<file path="config.mk">
export PLATFORM = sky130hd
export DESIGN_NAME = mem_access_unit
export DESIGN_NICKNAME = d
export VERILOG_FILES = /design/src/rtl/mem_access_unit.sv
export SDC_FILE = /design/constraint.sdc
export NUM_CORES = 1
export LEC_CHECK = 0
export CAP_MARGIN = 20
export CORE_MARGIN = 1.5
export CORE_UTILIZATION = 35
export DETAILED_ROUTE_END_ITERATION = 7
export GPL_TIMING_DRIVEN = 0
export PLACE_DENSITY = 0.73
export RECOVER_POWER = 50
export SLEW_MARGIN = 0
export SYNTH_ARGS = -nofsm -noshare
export SYNTH_HDL_FRONTEND = slang
export SYNTH_SLANG_ARGS = --single-unit
export TNS_END_PERCENT = 30
</file>
<file path="constraint.sdc">
create_clock -name clk -period 1.8 [get_ports clk]
set_input_delay 0.45 -clock clk [delete_from_list [all_inputs] [get_ports clk]]
set_output_delay 0.45 -clock clk [all_outputs]
set_load 0.01 [all_outputs]
</file>
<file path="src/rtl/mem_access_unit.sv">
// mem_access_unit: memory-access stage of the bittyCore pipeline.
// Passes ALU results to write-back. Runs loads and stores on a req/gnt/rvalid
// data bus, then formats load data with byte-lane selection and extension.
// Sets stall_req while a bus transaction is outstanding.
//
// Ports:
//   clk, rst            clock and synchronous active-high reset
//   in_*                EX/MEM fields (wd, wreg, wdata, mem_re/we, memop, addr, sdata)
//   stall_req           combinational hold for the upstream stages
//   dbus_*              data bus: req/we/addr/be/wdata out, gnt/rvalid/rdata in
//   wb_*                MEM/WB fields (wd, wreg, wdata)
//   misalign_exc        exists only when MISALIGN_EXC_EN is defined
//
// Optional feature, macro MISALIGN_EXC_EN:
//   Misaligned H and W accesses skip the bus. They produce one registered
//   bubble and a one-cycle misalign_exc pulse. Without the macro, the low
//   address bits beyond the lane rules are ignored.
module mem_access_unit #(
  parameter int ADDR_W = 32,
  parameter int DATA_W = 32
) (
  input  logic              clk,
  input  logic              rst,
  input  logic [4:0]        in_wd,
  input  logic              in_wreg,
  input  logic [DATA_W-1:0] in_wdata,
  input  logic              in_mem_re,
  input  logic              in_mem_we,
  input  logic [2:0]        in_memop,
  input  logic [ADDR_W-1:0] in_mem_addr,
  input  logic [DATA_W-1:0] in_mem_sdata,
  output logic              stall_req,
  output logic              dbus_req,
  output logic              dbus_we,
  output logic [ADDR_W-1:0] dbus_addr,
  output logic [3:0]        dbus_be,
  output logic [DATA_W-1:0] dbus_wdata,
  input  logic              dbus_gnt,
  input  logic              dbus_rvalid,
  input  logic [DATA_W-1:0] dbus_rdata,
  output logic [4:0]        wb_wd,
  output logic              wb_wreg,
  output logic [DATA_W-1:0] wb_wdata
`ifdef MISALIGN_EXC_EN
  ,
  output logic              misalign_exc
`endif
);

  typedef enum logic [1:0] {IDLE, REQ, WAIT} state_e;

  state_e            state_q, state_d;
  logic              req_q, req_d;
  logic              we_q, we_d;
  logic [ADDR_W-1:0] addr_q, addr_d;
  logic [3:0]        be_q, be_d;
  logic [DATA_W-1:0] wdata_q, wdata_d;
  logic [1:0]        lane_q, lane_d;
  logic [2:0]        op_q, op_d;
  logic [4:0]        wb_wd_q, wb_wd_d;
  logic              wb_wreg_q, wb_wreg_d;
  logic [DATA_W-1:0] wb_wdata_q, wb_wdata_d;

  // memop[1:0]: 00 byte, 01 half, other codes word. memop[2] selects zero-extension.
  logic is_b, is_h, is_w, acc, misal, mem_op;
  assign is_b = (in_memop[1:0] == 2'b00);
  assign is_h = (in_memop[1:0] == 2'b01);
  assign is_w = ~is_b & ~is_h;
  assign acc  = in_mem_re | in_mem_we;

`ifdef MISALIGN_EXC_EN
  logic exc_q, exc_d;
  assign misal = acc & ((is_h & in_mem_addr[0]) | (is_w & (in_mem_addr[1:0] != 2'b00)));
  assign exc_d = (state_q == IDLE) & misal;
  assign misalign_exc = exc_q;
`else
  assign misal = 1'b0;
`endif
  assign mem_op = acc & ~misal;

  // Store lane placement
  logic [3:0]        be_new;
  logic [DATA_W-1:0] sdata_new;
  always_comb begin
    be_new    = 4'b1111;
    sdata_new = in_mem_sdata;
    if (is_b) begin
      be_new    = 4'b0001 << in_mem_addr[1:0];
      sdata_new = {4{in_mem_sdata[7:0]}};
    end else if (is_h) begin
      be_new    = 4'b0011 << {in_mem_addr[1], 1'b0};
      sdata_new = {2{in_mem_sdata[15:0]}};
    end
  end

  // Load lane extraction and extension
  logic [7:0]        ld_byte;
  logic [15:0]       ld_half;
  logic [DATA_W-1:0] ld_data;
  always_comb begin
    case (lane_q)
      2'd0:    ld_byte = dbus_rdata[7:0];
      2'd1:    ld_byte = dbus_rdata[15:8];
      2'd2:    ld_byte = dbus_rdata[23:16];
      default: ld_byte = dbus_rdata[31:24];
    endcase
    ld_half = lane_q[1] ? dbus_rdata[31:16] : dbus_rdata[15:0];
    case (op_q[1:0])
      2'b00:   ld_data = op_q[2] ? {24'b0, ld_byte} : {{24{ld_byte[7]}}, ld_byte};
      2'b01:   ld_data = op_q[2] ? {16'b0, ld_half} : {{16{ld_half[15]}}, ld_half};
      default: ld_data = dbus_rdata;
    endcase
  end

  always_comb begin
    state_d    = state_q;
    we_d       = we_q;
    addr_d     = addr_q;
    be_d       = be_q;
    wdata_d    = wdata_q;
    lane_d     = lane_q;
    op_d       = op_q;
    wb_wd_d    = wb_wd_q;
    wb_wreg_d  = wb_wreg_q;
    wb_wdata_d = wb_wdata_q;
    case (state_q)
      IDLE: begin
        if (mem_op) begin
          state_d   = REQ;
          we_d      = in_mem_we;  // store wins when re and we are both set
          addr_d    = {in_mem_addr[ADDR_W-1:2], 2'b00};
          be_d      = be_new;
          wdata_d   = sdata_new;
          lane_d    = in_mem_addr[1:0];
          op_d      = in_memop;
          wb_wreg_d = 1'b0;
        end else begin
          wb_wd_d    = in_wd;
          wb_wreg_d  = in_wreg & ~misal;
          wb_wdata_d = in_wdata;
        end
      end
      REQ: begin
        wb_wreg_d = 1'b0;
        if (dbus_gnt) begin
          if (we_q) begin
            state_d    = IDLE;
            wb_wd_d    = in_wd;
            wb_wreg_d  = in_wreg;
            wb_wdata_d = in_wdata;
          end else begin
            state_d = WAIT;
          end
        end
      end
      WAIT: begin
        wb_wreg_d = 1'b0;
        if (dbus_rvalid) begin
          state_d    = IDLE;
          wb_wd_d    = in_wd;
          wb_wreg_d  = in_wreg;
          wb_wdata_d = ld_data;
        end
      end
      default: state_d = IDLE;
    endcase
    req_d = (state_d == REQ);
  end

  // Low in the completion cycle, so upstream advances on the same edge
  assign stall_req = ((state_q == IDLE) & mem_op)
                   | ((state_q == REQ)  & ~(we_q & dbus_gnt))
                   | ((state_q == WAIT) & ~dbus_rvalid);

  always_ff @(posedge clk) begin
    if (rst) begin
      state_q    <= IDLE;
      req_q      <= 1'b0;
      we_q       <= 1'b0;
      addr_q     <= '0;
      be_q       <= '0;
      wdata_q    <= '0;
      lane_q     <= '0;
      op_q       <= '0;
      wb_wd_q    <= '0;
      wb_wreg_q  <= 1'b0;
      wb_wdata_q <= '0;
`ifdef MISALIGN_EXC_EN
      exc_q      <= 1'b0;
`endif
    end else begin
      state_q    <= state_d;
      req_q      <= req_d;
      we_q       <= we_d;
      addr_q     <= addr_d;
      be_q       <= be_d;
      wdata_q    <= wdata_d;
      lane_q     <= lane_d;
      op_q       <= op_d;
      wb_wd_q    <= wb_wd_d;
      wb_wreg_q  <= wb_wreg_d;
      wb_wdata_q <= wb_wdata_d;
`ifdef MISALIGN_EXC_EN
      exc_q      <= exc_d;
`endif
    end
  end

  assign dbus_req   = req_q;
  assign dbus_we    = we_q;
  assign dbus_addr  = addr_q;
  assign dbus_be    = be_q;
  assign dbus_wdata = wdata_q;
  assign wb_wd      = wb_wd_q;
  assign wb_wreg    = wb_wreg_q;
  assign wb_wdata   = wb_wdata_q;

endmodule

</file>
==> results.tsv <==
stage	metric	value	unit
critical_path	r2r-start	state_q[0]	
critical_path	crit_type	flop to output pin	
synthesis	ys_seq_area_frac	0.426	
outcome	status	finished with violations	
synthesis	syn_avg_cell_area	8.32	um^2
placed_design	io_buffers	248	
clock_tree	clockBufferDepth	2	
synthesis	synth_top_area_frac	0.426	
min_path	worstHoldStart	wb_wd[2]	
timing	fmax	0.509	GHz
drt	routed_wl	20100	um
flow_run	maxCapViolCount	0	
synthesis	syn_area	5310	um^2
placed_design	dp.cells	1071	
critical_path	crit_fanout	4	
global_routing	grt_pass1_wl	30900	um
clock_tree	clock_latency	420	ps
global_routing	grt_usage	0.249	
pwr	power	8.89	mW
timing	fin_skew	6.89	ps
global_routing	grt_pass1_vias	5841	
min_path	holdCritPathClass	flop to flop	
timing	setup_tns	-533	ps
global_routing	antenna_found_initial	0	
synthesis	ys_types	46	
floorplanning	core.rowCount	44	
clock_tree	cts_htree_levels	4	
critical_path	start_kind	flop	
critical_path	arrival	1510	ps
clock_tree	path_clk_slew	60	ps
finish	diodes	0	
critical_path	rrSetupSlack	-50	ps
floorplanning	dieHeight	126	um
finish	fin_util	0.604	
synthesis	synth-edff-count	0	
floorplanning	core	14700	um^2
pwr	p_per_area	1000	nW/um^2
timing	fin_crit	1960	ps
pwr	peakVddDrop	0.875	mV
outcome	violations	DRC, setup timing	
finish	fin_nets	1073	
critical_path	end_kind	output pin	
timing	slew_violations	0	
finish	final_cells	1122	
floorplanning	start_util	0.361	
clock_tree	numCtsBuffers	17	
synthesis	ys_ff_latch	113	
placed_design	dpl_worst_slack	-973	ps
timing	whs	452	ps
floorplanning	fp.dieArea	15900	um^2
synthesis	synthTopCellsByCount	143 x nand2_1, 113 x dfxtp_1, 66 x a21oi_1	
timing	rsz0062_at_grt	true	
synthesis	synth_top_cell_by_area	dfxtp_1	
drt	wl_per_cell	17.9	um
drt	drcViolationCount	1	
drt	vias_per_cell	5.23	
synthesis	synthTopCellsByArea	dfxtp_1 43%, nand2_1 10%, a21oi_1 6.2%	
synthesis	yosys_warnings	0	
floorplanning	die_width	126	um
critical_path	worst_ep_required_time	1350	ps
drt	drtAntennaViolNets	0	
pwr	p_leak	3.45	nW
critical_path	cp-startpoint	state_q[1]	
timing	fin_crit_sh	1.09	
drt	dr.pass1.iters	7	
timing	finalWorstSetupSlack	-164	ps
finish	design_area	8870	um^2
synthesis	syn-instance-count	638	
clock_tree	cts_root_buf	clkbuf_16	
clock_tree	cts.sinks	113	
finish	syn_to_final_growth	67.1	%
synthesis	synth_most_common_cell	nand2_1	
global_routing	grt_max_degree	17	
placed_design	placed_cell_area	8030	um^2
synthesis	synth_flop_cell	dfxtp_1	
drt	drtIter0Drc	471	
synthesis	async_reset_ff_frac	0	
global_routing	grt_overflow_total	0	
clock_tree	ctsHoldBuffers	0	
drt	vias	5866	
placed_design	dp_hpwl	14800	um
timing	hold_viol	0	
timing	setup_viol	20	
timing	relSlewSlack	0.534	
floorplanning	io_pins	252	
clock_tree	cts_tree	done	
timing	worstMarginPinSlew	699	ps
finish	drive_gt1_frac	0.148	
placed_design	place.gp.congestion	0.890	
==> worst max-delay path, cell delays in order, from the launching register on <==
cell     delay (ps)
dfxtp_4         350
inv_4            80
ha_4            130
a21bo_4         230
and2_4          150
nand2_2          60
buf_6           100
==> logic make-up after synthesis <==
| kind of cell | synth area share |
|---|---|
| flip-flops | 0.426 |
| buffers and inverters | 0.0589 |
| multiplexers | 0.0532 |
| AO/OA/AOI/OAI | 0.287 |
| AND/OR/NAND/NOR | 0.162 |
| other | 0.000706 |
| adder cells (fa/ha/maj) | 0.0118 |
==> repair_timing <==
item	4_1_cts	5_1_grt
resized for setup	50	70
pin swaps	1	4
hold endpoints to repair	0	0
buffers inserted	9	9
endpoints found under the setup margin	102	91
cloned	0	2
==> final timing paths <==
path / endpoint / cells past startpoint
max: stall_req / 6
min: wb_wd[2] / 2
max reg2reg: dbus_wdata[24] / 9
min reg2reg: wb_wd[2] / 2
==> flip-flops by register name (all words and copies together) (netlist names) <==
register,cells
wb_wdata,32
wb_wreg,1
dbus_we,1
dbus_req,1
dbus_wdata,32
wb_wd,5
lane_q,2
dbus_be,4
dbus_addr,30
state_q,2
op_q,3
==> area by class of cell <==
cell class	instances	area [um^2]
sequential	113	2270
inverter	15	58.8
buffer	56	335
multi-input combinational	454	2860
clock inverter	15	138
clock buffer	17	425
timing repair buffer	268	2560
fill	1327	5820
tap	184	230
==> routing by layer <==
| metal | GRT usage | routed length (um) | up-vias |
|---|---|---|---|
| met2 | 0.402 | 9420 | 267 |
| met1 | 0.302 | 8390 | 2689 |
| li1 | - | - | 2860 |
| met5 | 0 | 0 | - |
| met3 | 0.0841 | 1630 | 50 |
| met4 | 0.109 | 698 | 0 |
==> layout by cell type, fill, tap and decap left out, types with 4 or more instances in the layout <==
| cell | synthesis | layout |
|---|---|---|
| clkinv_4 | 0 | 4 |
| buf_6 | 2 | 8 |
| clkbuf_2 | 0 | 13 |
| a32o_1 | 7 | 7 |
| a21oi_1 | 66 | 66 |
| a32oi_1 | 8 | 8 |
| dlygate4sd2_1 | 0 | 4 |
| clkdlybuf4s25_1 | 0 | 6 |
| clkbuf_16 | 0 | 17 |
| o211ai_1 | 7 | 7 |
| nor3_2 | 0 | 4 |
| nor2_1 | 30 | 30 |
| inv_1 | 14 | 12 |
| clkinvlp_4 | 0 | 6 |
| a221oi_1 | 7 | 7 |
| a311oi_1 | 8 | 8 |
| buf_4 | 4 | 22 |
| a22oi_1 | 7 | 7 |
| nand2_1 | 143 | 142 |
| mux2_2 | 6 | 6 |
| dfxtp_1 | 113 | 111 |
| o21ai_0 | 48 | 47 |
| clkdlybuf4s50_1 | 0 | 223 |
| a221oi_2 | 10 | 10 |
| clkbuf_1 | 30 | 26 |
| a211oi_1 | 9 | 8 |
| mux2i_1 | 17 | 17 |
| buf_2 | 10 | 14 |
| o2bb2ai_1 | 24 | 24 |
| o211a_1 | 8 | 8 |
| nor2b_1 | 6 | 6 |
==> where the power goes <==
| group | internal (mW) | leakage, nW | switching, mW | total (mW) |
|---|---|---|---|---|
| combinational | 1.34 | 2.26 | 1.35 | 2.70 |
| sequential | 2.83 | 0.934 | 0.170 | 3.00 |
| clock | 1.90 | 0.258 | 1.29 | 3.19 |
| total | 6.08 | 3.45 | 2.81 | 8.89 |
Power figures use the tool's default switching activity.
